===== src/rtl/complete_arb_pkg.sv =====
// Shared types and defaults for the completion-stage arbiter.
// Packet layouts and FU/CDB sizing used across the pipeline.
package complete_arb_pkg;

    localparam int NUM_FU_TOTAL = 8;
    localparam int CDB_WIDTH    = 2;
    localparam int PR_W         = 6;
    localparam int ROB_W        = 5;
    localparam int VAL_W        = 32;

    typedef struct packed {
        logic             valid;
        logic [PR_W-1:0]  dest_pr;
        logic [ROB_W-1:0] rob_entry;
        logic [VAL_W-1:0] dest_value;
    } fu_complete_packet_t;

    typedef struct packed {
        logic             valid;
        logic [PR_W-1:0]  dest_pr;
        logic [ROB_W-1:0] rob_entry;
        logic [VAL_W-1:0] dest_value;
    } cdb_packet_t;

    function automatic cdb_packet_t to_cdb(input fu_complete_packet_t p);
        cdb_packet_t c;
        c.valid      = p.valid;
        c.dest_pr    = p.dest_pr;
        c.rob_entry  = p.rob_entry;
        c.dest_value = p.dest_value;
        return c;
    endfunction

endpackage


===== src/rtl/complete_arb_rr_select.sv =====
// Circular multi-grant picker: scans from start, grants the first W
// requesters in scan order and reports per-slot and last index.
module rr_select #(
    parameter int N  = 8,
    parameter int W  = 2,
    parameter int IW = $clog2(N)
) (
    input  logic [N-1:0]         req,
    input  logic [IW-1:0]        start,
    output logic [N-1:0]         grant,
    output logic [W-1:0][IW-1:0] slot_idx,
    output logic [W-1:0]         slot_vld,
    output logic [IW-1:0]        last_idx
);

    localparam logic [IW:0] NN = (IW+1)'(N);

    logic [IW:0] pos;
    int          cnt;

    // walk indices start, start+1, ... modulo N and fill slots in order
    always_comb begin
        grant    = '0;
        slot_idx = '0;
        slot_vld = '0;
        last_idx = '0;
        cnt      = 0;
        pos      = '0;
        for (int k = 0; k < N; k++) begin
            pos = {1'b0, start} + (IW+1)'(k);
            if (pos >= NN) pos = pos - NN;
            if (req[pos[IW-1:0]] && cnt < W) begin
                grant[pos[IW-1:0]] = 1'b1;
                for (int s = 0; s < W; s++) begin
                    if (s == cnt) begin
                        slot_idx[s] = pos[IW-1:0];
                        slot_vld[s] = 1'b1;
                    end
                end
                last_idx = pos[IW-1:0];
                cnt++;
            end
        end
    end

endmodule


===== src/rtl/complete_arb.sv =====
// FU-to-CDB completion arbiter with registered broadcast slots.
// Define COMPLETE_ARB_RR_EN for rotating priority; default is fixed (FU 0 first).
import complete_arb_pkg::*;

module complete_arb #(
    parameter int NUM_FU = NUM_FU_TOTAL,
    parameter int CDB_W  = CDB_WIDTH
) (
    input  logic                               clock,
    input  logic                               reset,
    input  logic                               squash,
    input  logic [NUM_FU-1:0]                  fu_want,
    input  fu_complete_packet_t [NUM_FU-1:0]   fu_pkt,
    output logic [NUM_FU-1:0]                  complete_stall,
    output cdb_packet_t [CDB_W-1:0]            cdb_pkt,
    output logic [$clog2(NUM_FU)-1:0]          rr_ptr
);

    localparam int IW = $clog2(NUM_FU);

    logic [NUM_FU-1:0]          grant;
    logic [CDB_W-1:0][IW-1:0]   slot_idx;
    logic [CDB_W-1:0]           slot_vld;
    logic [IW-1:0]              last_idx;
    cdb_packet_t [CDB_W-1:0]    cdb_d;
    logic [NUM_FU-1:0]          pkt_vld;

    rr_select #(
        .N  (NUM_FU),
        .W  (CDB_W),
        .IW (IW)
    ) u_sel (
        .req      (fu_want),
        .start    (rr_ptr),
        .grant    (grant),
        .slot_idx (slot_idx),
        .slot_vld (slot_vld),
        .last_idx (last_idx)
    );

    // losers hold their result; on squash the FUs flush, so nobody stalls
    assign complete_stall = squash ? '0 : (fu_want & ~grant);

    // gather granted packets into slots; empty or squashed slots are zero
    always_comb begin
        cdb_d = '0;
        for (int s = 0; s < CDB_W; s++) begin
            if (!squash && slot_vld[s]) cdb_d[s] = to_cdb(fu_pkt[slot_idx[s]]);
        end
    end

    // CDB broadcast register
    always_ff @(posedge clock or negedge reset) begin
        if (!reset) cdb_pkt <= '0;
        else        cdb_pkt <= cdb_d;
    end

`ifdef COMPLETE_ARB_RR_EN
    logic [IW-1:0] rr_q;
    logic [IW-1:0] rr_nxt;

    assign rr_nxt = (last_idx == IW'(NUM_FU-1)) ? '0 : last_idx + 1'b1;

    // advance priority past the last winner; hold when idle or squashed
    always_ff @(posedge clock or negedge reset) begin
        if (!reset)                 rr_q <= '0;
        else if (!squash && |grant) rr_q <= rr_nxt;
    end

    assign rr_ptr = rr_q;
`else
    logic unused_last;
    assign unused_last = ^last_idx;
    assign rr_ptr      = '0;
`endif

    // per-FU packet valid bits for the protocol check
    always_comb begin
        for (int i = 0; i < NUM_FU; i++) pkt_vld[i] = fu_pkt[i].valid;
    end

    a_want_has_valid: assert property (
        @(posedge clock) disable iff (!reset) ~|(fu_want & ~pkt_vld)
    );

endmodule


===== config.mk =====
export PLATFORM = sky130hd
export DESIGN_NAME = complete_arb
export DESIGN_NICKNAME = d
export VERILOG_FILES = /design/src/rtl/complete_arb_pkg.sv /design/src/rtl/complete_arb_rr_select.sv /design/src/rtl/complete_arb.sv
export SDC_FILE = /design/constraint.sdc
export NUM_CORES = 1
export LEC_CHECK = 0
export CAP_MARGIN = 20
export CORE_AREA = 2 2 179 181
export DETAILED_ROUTE_END_ITERATION = 8
export DIE_AREA = 0 0 181 183
export DONT_BUFFER_PORTS = 1
export GPL_TIMING_DRIVEN = 0
export PLACE_DENSITY_LB_ADDON = 0.3
export SLEW_MARGIN = 10
export SYNTH_ARGS = -nofsm -noshare
export SYNTH_HDL_FRONTEND = slang
export SYNTH_SLANG_ARGS = --single-unit

===== constraint.sdc =====
create_clock -name clock -period 8.45 [get_ports clock]
set_clock_uncertainty 0.2 [all_clocks]
set_input_delay 1.69 -clock clock [delete_from_list [all_inputs] [get_ports clock]]
set_output_delay 1.69 -clock clock [all_outputs]
set_load 0.02 [all_outputs]

==> Yosys cells after proc, flatten, opt, wreduce, memory -nomap -nowiden <==
Index checks and enable logic that the tools add are counted.
{ "totals": {"ff_bits": 88, "latch_bits": 0, "ram_bits": 0, "rom_bits": 0, "in_bits": 363, "out_inout_bits": 99, "wordCells": 114, "memories": 0} }
{ "op_classes": {"addsub": 6, "mul": 0, "div": 0, "order_cmp": 9, "eq_ne": 7, "shift": 0, "muxes": 65, "n_bitwise": 2, "n_reduce_logical": 17} }
{ "ops": {"columns": ["op", "n"], "rows": [
  ["$bmux W44 S3", 2],
  ["$logic_not A32 Y1", 7],
  ["$eq A2 B32 Y1 const A", 6],
  ["$lt A32 B3 Y1 const B", 6],
  ["$mux W32", 6],
  ["$mux W44", 4],
  ["$add A32 B2 Y32 const B", 5],
  ["$mux W6", 8],
  ["$mux W3", 13],
  ["$mux W1", 19],
  ["$mux W2", 8],
  ["$mux W8", 2],
  ["$logic_and A1 B1 Y1", 9],
  ["$and A8 B8 Y8", 1],
  ["$lt A3 B4 Y1 const B", 2],
  ["$not A8 Y8", 1],
  ["$mux W7", 1],
  ["$mux W5", 1],
  ["$mux W4", 1],
  ["$add A1 B1 Y2 const B", 1],
  ["$lt A1 B2 Y1 const B", 1],
  ["$eq A1 B1 Y1 const A", 1],
  ["$logic_not A1 Y1", 1]
]} }

==> Logic depth before layout (Yosys ltp) <==
Gate-level depths: netlist of run 1.
{ "logic_depth": {"ltp_word": 25, "depth_mapped": 26, "ltp_nobuf": 22} }

==> By module <==
From an unflattened synthesis of run 1, not the netlist that was laid out.
{ "hier_totals": {"cells_unflattened": 1113, "hier_area_um2": 10262.3} }
{ "by_module_without_submodules": {"columns": ["mod", "n_inst", "cells_per_inst", "area_each_um2", "seq_area_each_um2"], "rows": [
  ["complete_arb", 1, 803, 7970.1, 2202.1],
  ["rr_select", 1, 310, 2292.2, 0.0]
]} }

==> Worst setup path after synthesis of run 1 <==
OpenSTA, ideal clock, no wires.
{ "synth_path": {"path_type": "input to output", "from": "input fu_want[0]", "to": "output complete_stall[7]", "t_arrival_ps": 4937, "t_required_ps": 6560, "path_slack_ps": 1623, "cell_stages": 17, "path_buffers": 1, "cell_sequence": "ha_1 -> nand2b_1 -> a21oi_1 -> inv_1 -> ha_1 -> nand2b_1 -> a221oi_1 -> buf_2 -> nand2_1 -> xor2_1 -> ha_1 -> nor2_1 -> nor2_1 -> ha_1 -> nand2b_1 -> nand2_1 -> a21oi_1"} }
{ "synth_between": {"elab_chain_len": 25, "elab_cells_between_ends": 31, "cone_classes": "add/sub (6); order compare (7); mux (9); bitwise (2); reduce/logical (7)"} }
{ "synth_lines": {"columns": ["item", "line_no", "source"], "rows": [
  ["start: declaration", "complete_arb.sv:12", "input logic [NUM_FU-1:0] fu_want,"],
  ["$mux W1 (*)", "complete_arb_rr_select.sv:32", "if (req[pos[IW-1:0]] && cnt < W) begin"],
  ["$lt A1 B2 Y1", "complete_arb_rr_select.sv:32", null],
  ["$logic_and A1 B1 Y1", "complete_arb_rr_select.sv:32", null],
  ["$mux W32 (*)", "complete_arb_rr_select.sv:32", null],
  ["$lt A32 B3 Y1", "complete_arb_rr_select.sv:32", null],
  ["$logic_and A1 B1 Y1", "complete_arb_rr_select.sv:32", null],
  ["$mux W32 (*)", "complete_arb_rr_select.sv:32", null],
  ["$lt A32 B3 Y1", "complete_arb_rr_select.sv:32", null],
  ["(+9 left out)", null, null],
  ["$logic_and A1 B1 Y1", "complete_arb_rr_select.sv:32", null],
  ["$mux W32 (*)", "complete_arb_rr_select.sv:32", null],
  ["$lt A32 B3 Y1 (*)", "complete_arb_rr_select.sv:32", null],
  ["$logic_and A1 B1 Y1 (*)", "complete_arb_rr_select.sv:32", null],
  ["$mux W8 (*)", "complete_arb_rr_select.sv:32", null],
  ["$not A8 Y8 (*)", "complete_arb.sv:42", "assign complete_stall = squash ? '0 : (fu_want & ~grant);"],
  ["$and A8 B8 Y8 (*)", "complete_arb.sv:42", null],
  ["$mux W8 (*)", "complete_arb.sv:42", null],
  ["end: declaration", "complete_arb.sv:14", "output logic [NUM_FU-1:0] complete_stall,"]
]} }
Mark *: on every way between the ends. The rest lies on a longest branch, timed or not.

==> results of run 1 <==
[synthesized netlist by cell type, types with 2 or more instances]
master	count	share of area, %
nor3b_1	3	0.26
o21ai_0	2	0.12
nor3_1	49	2.8
and3_1	3	0.22
a221oi_1	2	0.20
nand3b_1	2	0.17
clkbuf_1	83	3.6
and2_1	2	0.14
a2111oi_0	43	4.4
inv_1	57	2.5
buf_2	21	1.2
o21a_1	2	0.17
o22a_1	43	4.4
xor2_1	2	0.20
nand3_1	4	0.23
o221ai_1	45	4.6
a211oi_1	43	3.7
or2_2	3	0.22
a21oi_1	52	3.0
a211o_1	43	4.4
o211ai_1	2	0.17
nand2_1	52	2.3
and4_1	2	0.20
mux2_2	2	0.26
buf_6	4	0.52
buf_4	7	0.61
buf_1	5	0.22
nand4b_1	2	0.20
a31oi_1	4	0.29
nor2b_1	4	0.29
o22ai_1	92	6.7
mux2i_1	87	10
ha_1	17	2.5
a222oi_1	43	5.0
dfrtp_1	88	25
nand2b_1	10	0.72
nor2_1	145	6.3
[placed cells by master (no fill, tap or decap), types with 3 or more instances in the layout]
master	instances
nand2b_1	10
buf_4	8
nor2b_1	4
ha_1	17
a222oi_1	43
nor3_1	48
clkbuf_16	9
nor3b_1	3
nor2_1	145
a211o_1	43
nand2_1	52
clkbuf_1	83
or2_2	3
buf_6	5
o221ai_1	45
a31oi_1	3
o22ai_1	91
inv_1	57
dfrtp_1	88
a21oi_1	52
nand3_1	4
buf_1	5
o22a_1	43
buf_2	21
a2111oi_0	43
conb_1	5
a211oi_1	43
and3_1	3
mux2i_1	87
[how the worst max path moves through the flow]
stage	start	end	slack (ns)	cells after the start
2_1_floorplan	fu_want[0]	complete_stall[7]	1.62	17
4_1_cts	fu_want[0]	cdb_pkt[39]	0.93	22
6_report	fu_want[0]	cdb_pkt[67]	0.81	23
5_1_grt	fu_want[0]	cdb_pkt[31]	0.39	22
3_5_place_dp	fu_want[0]	cdb_pkt[39]	0.56	22
3_3_place_gp	fu_want[0]	cdb_pkt[76]	0.20	21
[routing by layer]
layer,GRT usage (%),vias up
li1,-,4297
met1,34.2,4868
met2,51.0,772
met3,10.4,135
met4,12.9,0
met5,0,-
[cells by family after synthesis]
group | share of synthesized area [%]
buffers and inverters | 8.64
AND/OR/NAND/NOR | 14.8
AO/OA/AOI/OAI | 37.8
XOR/XNOR | 0.304
adder cells (fa/ha/maj) | 2.46
flip-flops | 25.5
multiplexers | 10.5
other | 0.0434
[worst max-delay path, cell delays in order]
cell and delay, ns:
ha_1 0.23, nand2b_1 0.21, a21oi_1 0.45, inv_1 0.12
ha_1 0.21, nand2b_1 0.13, a221oi_1 0.38, buf_2 0.28
nand2_1 0.10, xor2_1 0.22, ha_1 0.33, nor2_1 0.05
nor2_1 0.19, ha_1 0.18, and4_1 0.24, clkbuf_1 0.62
o21ba_2 0.25, clkbuf_1 0.59, clkbuf_1 0.68, a21oi_1 0.09
nor2_1 0.12, o22ai_1 0.08, o22ai_1 0.27
[cell type report]
cell class | instances | area (um2) | share of cell area [%]
sequential | 88 | 2200 | 23.1
multi-input combinational | 826 | 5730 | 60.2
clock buffer | 10 | 239 | 2.51
timing repair buffer | 2 | 18.8 | 0.197
buffer | 120 | 533 | 5.60
inverter | 57 | 214 | 2.25
clock inverter | 6 | 75.1 | 0.789
tap | 402 | 503 | 5.28
antenna | 2 | 5.00 | 0.0526
[through the flow]
stage               total power, uW  hold WS, ns  area (um2)
global route                   2030        0.796        9520
finish                         1950        0.804        9520
detailed placement             1470         1.20        9200
CTS                            1940        0.793        9520
floorplan                      1200         1.19        8660
global placement               1470         1.20        9170
[power by group]
part           leakage (uW)  total [uW]  internal [uW]  switching, uW
clock              0.000151         472            243            229
sequential          0.00114         701            518            183
combinational       0.00256         778            271            507
total               0.00385        1950           1030            919
==> run_results.csv, run 1 <==
group,metric,value,unit
outcome,status,"completed",
synth,syn-instance-count,1087,
synth,ys_seq_area_share,25.5,%
sta,setup_ws,0.810,ns
sta,finalHoldViolations,0,
sta,tightestPinTransition,1.18,ns
die,rows,65,
route,met2WireLength,24200,um
clock_tree,cts_tree,"done",
sta,rsz0062_at_grt,"false",
hold_path,hp-class,"input port to asynchronous set/reset pin",
route,dr_wl_met3,5940,um
route,antenna_left,0,
job,cap_violations,0,
synth,synth_flop_cell,"dfrtp_1",
worst_setup_path,cp_max_fo,10,
cells_and_area,fin_cells,1513,
worst_setup_path,crit_type,"input port to flop",
global_route,grt.total_usage,30.0,%
route,drt-pass1-iter-count,7,
cells_and_area,drive_gt1_share,5.77,%
place,dpl.hpwl,39100,um
global_route,grt_pass1_vias,10312,
die,boundaryPins,462,
synth,synth.cell_area,8650,um2
sta,finalCritPeriodShare,90.4,%
worst_setup_path,worstSetupEndpointType,"flop",
synth,yosysWarningCount,0,
synth,synth-seq-cells,88,
sta,final.setup.tns,0,ns
clock_tree,ctsResizeCount,0,
place,portBuffers,0,
cells_and_area,area_growth,10.1,%
pwr,p_leak,0.00385,uW
route,vias,10072,
cells_and_area,largest_reg_flops,88,
cells_and_area,top_register,"cdb_pkt",
sta,layout_min_cycle_time,7.64,ns
synth,async_reset_ff_share,100,%
cells_and_area,nets,1484,
die,design.core.area,31200,um2
die,initial_core_util,27.7,%
die,dieArea,33100,um2
clock_tree,clockRootBuffer,"clkbuf_16",
die,die_h,183,um
sta,setup_viol,0,
synth,syn_area_per_cell,7.95,um2
route,wl,51400,um
die,die_w,181,um
place,globalplace.congestion,0.933,
pwr,p_per_area,205,nW/um2
cells_and_area,fillers,3355,
global_route,antenna_found_initial,1,
route,drc,0,
cells_and_area,final_util,30.5,%
global_route,grt_max_degree,89,
sta,slew_headroom,21.1,%
place,pre_cts_ws,0.559,ns
clock_tree,post_cts_buffers,0,
route,first_iter_violations,1085,
sta,drv_slew,0,
clock_tree,cts_hold_buf,0,
clock_tree,clock_path_buffers,2,
clock_tree,cts-buffers-inserted,9,
sta,fmax,131,MHz
route,m1WireLength,18900,um
global_route,overflow,0,
global_route,grt_pass1_wl,72900,um
worst_setup_path,start_kind,"input port",
route,avgRoutedWirePerCell,34.0,um
clock_tree,path_clk_slew,0.09,ns
synth,ys_types,54,
cells_and_area,largestRegisters,"cdb_pkt (88)",
pwr,ir_drop,0.0914,mV
route,routed.top_layer,"met4",
worst_setup_path,critical_path_required,8.52,ns
place,dp.cells,1495,
clock_tree,clkSinkCount,88,
synth,synth_enable_flop_cells,0,
clock_tree,h-tree-depth,3,
route,vias_per_cell,6.66,
worst_setup_path,crit_arrival,7.71,ns
No activity file was read; power rests on OpenSTA's default activity.
==> run 2, diff against run 1 <==
--- a/config.mk
+++ b/config.mk
@@ -15,4 +15,5 @@
 export SLEW_MARGIN = 10
 export SYNTH_ARGS = -nofsm -noshare
 export SYNTH_HDL_FRONTEND = slang
+export SYNTH_HIERARCHICAL = 1
 export SYNTH_SLANG_ARGS = --single-unit
==> run 2 against run 1 <==
  * Global-route usage is 3.1 points lower
  * Sequential power is 32% higher
  * Maximum frequency is 8.0% lower
  * Worst setup slack worse by 0.66 ns
  * Highest routed layer unchanged
  * Largest power group unchanged
  * Synthesized cell count is 0.92% lower
  * Routed wire length is 8.2% lower
  * Utilization is 6.0 points higher
  * Sequential share of layout area is 3.8 points lower
  * Synthesized area is 16% higher
  * Final cell count is 1.1% higher
==> run_results.csv, run 2 <==
group,metric,value,unit
outcome,status,"completed",
place,globalplace.congestion,0.977,
pwr,combPwrFrac,67.7,%
sta,tightestPinTransition,1.04,ns
route,drc,0,
cells_and_area,final_common_cell,"mux2i_1",
die,design.core.area,31200,um2
clock_tree,clock_path_buffers,2,
worst_setup_path,worstSetupEndpointType,"output port",
sta,layout_min_cycle_time,8.30,ns
global_route,grt.total_usage,26.9,%
sta,slew_headroom,30.4,%
global_route,grt_pass1_wl,66200,um
synth,syn_area_per_cell,9.35,um2
synth,synth.cell_area,10100,um2
sta,setup_ws,0.150,ns
clock_tree,cts_tree,"done",
clock_tree,cts-buffers-inserted,9,
cells_and_area,drive_gt1_share,15.7,%
die,dieArea,33100,um2
route,first_iter_violations,991,
sta,fmax,120,MHz
route,drt-pass1-iter-count,5,
global_route,antenna_found_initial,0,
worst_setup_path,cp_slowest_cell,"mux4_2",
cells_and_area,antennaDiodeCount,0,
synth,yosysWarningCount,6,
route,antenna_left,0,
place,portBuffers,0,
clock_tree,h-tree-depth,3,
job,cap_violations,0,
clock_tree,clockRootBuffer,"clkbuf_16",
die,die_h,183,um
cells_and_area,fillers,3210,
place,pre_cts_ws,-0.721,ns
sta,finalCritPeriodShare,98.2,%
sta,setup_viol,0,
cells_and_area,area_growth,13.2,%
worst_setup_path,cp_max_fo,6,
global_route,grt_max_degree,89,
pwr,sequentialPowerShare,22.3,%
die,boundaryPins,462,
global_route,overflow,0,
sta,drv_slew,0,
cells_and_area,nets,1510,
cells_and_area,largest_reg_flops,88,
route,wl,47200,um
worst_setup_path,crit_type,"input port to output port",
worst_setup_path,start_kind,"input port",
sta,finalHoldViolations,0,
pwr,p_leak,0.00508,uW
route,vias_per_cell,6.41,
cells_and_area,layout_common_cells,"mux2i_1, o22ai_1, dfrtp_1",
pwr,swShare,50.4,%
cells_and_area,top_register,"cdb_pkt",
die,rows,65,
hold_path,hp-class,"input port to asynchronous set/reset pin",
route,avgRoutedWirePerCell,30.9,um
worst_setup_path,slowest_delay,0.45,ns
pwr,internal-power,2060,uW
sta,final.setup.tns,0,ns
pwr,p_per_area,364,nW/um2
pwr,p_sw,2090,uW
worst_setup_path,crit_arrival,6.41,ns
cells_and_area,largestRegisters,"cdb_pkt (88)",
route,vias,9807,
synth,syn-instance-count,1077,
pwr,power.share.clock,10.0,%
clock_tree,clkSinkCount,88,
die,initial_core_util,32.3,%
global_route,grt_pass1_vias,9590,
worst_setup_path,critical_path_required,6.56,ns
pwr,ir_drop,0.157,mV
place,dpl.hpwl,36900,um
die,die_w,181,um
clock_tree,path_clk_slew,0.07,ns
-- run 2: area by class of cell --
class | instances | area, um2 | area share (%)
sequential | 88 | 2200 | 19.3
tap | 402 | 503 | 4.41
inverter | 21 | 93.8 | 0.823
timing repair buffer | 23 | 180 | 1.58
buffer | 96 | 533 | 4.67
multi-input combinational | 885 | 7620 | 66.8
clock inverter | 4 | 47.5 | 0.417
clock buffer | 10 | 229 | 2.01
-- run 2: what timing repair did --
item / 4_1_cts / 5_1_grt
endpoints found under the setup margin: 2 / 1
gates resized for setup: 26 / 23
pin swaps: 11 / 23
setup buffers: 11 / 12
hold buffers: 0 / 0
-- run 2: worst max-delay path by stage --
stage          startpoint           endpoint  slack (ns)  depth (start not counted)
6_report       fu_want[1]  complete_stall[7]        0.15                         25
5_1_grt        fu_want[1]  complete_stall[7]       -0.05                         25
4_1_cts        fu_want[1]  complete_stall[7]       0.004                         27
3_5_place_dp   fu_want[1]  complete_stall[7]       -0.72                         26
3_3_place_gp   fu_want[1]  complete_stall[7]       -0.66                         27
2_1_floorplan  fu_want[1]  complete_stall[7]        0.01                         28
-- run 2: per-layer routing --
metal | vias to the layer above | share of wire, % | track usage [%]
met5 | - | 0 | 0
met4 | 0 | 4.8 | 11.1
met3 | 113 | 11 | 8.62
met2 | 653 | 47 | 45.4
met1 | 4838 | 37 | 31.6
li1 | 4203 | - | -
-- run 2: through the flow --
stage / power [uW] / cell area [um2] / std cells / util (%) / hold WS [ns]
after detailed placement: 3510 / 10700 / 1495 / 34.4 / 1.20
final: 4150 / 11400 / 1529 / 36.5 / 0.822
after global routing: 4330 / 11400 / 1529 / 36.5 / 0.814
after global placement: 3490 / 10700 / 1495 / 34.4 / 1.20
after CTS: 3990 / 11200 / 1519 / 35.9 / 0.811
after floorplan: 2830 / 10200 / 1093 / - / 1.19
-- run 2: power by group through the flow --
stage          clock network, uW  logic [uW]  registers, uW
2_1_floorplan                  0        1960            873
3_3_place_gp                   0        2550            937
3_5_place_dp                   0        2570            937
4_1_cts                      417        2650            929
5_1_grt                      427        2970            937
6_report                     414        2810            927
-- run 2: worst max-delay path, delay by kind of cell --
family                     cells  cell delay (ns)
AOI/OAI and AO/OA              4             0.78
xor gates and xnor gates       1             0.14
adders and majority gates      4             0.92
and+or+nand+nor                9             1.55
buffers and inverters          3             0.27
muxes                          4             1.06
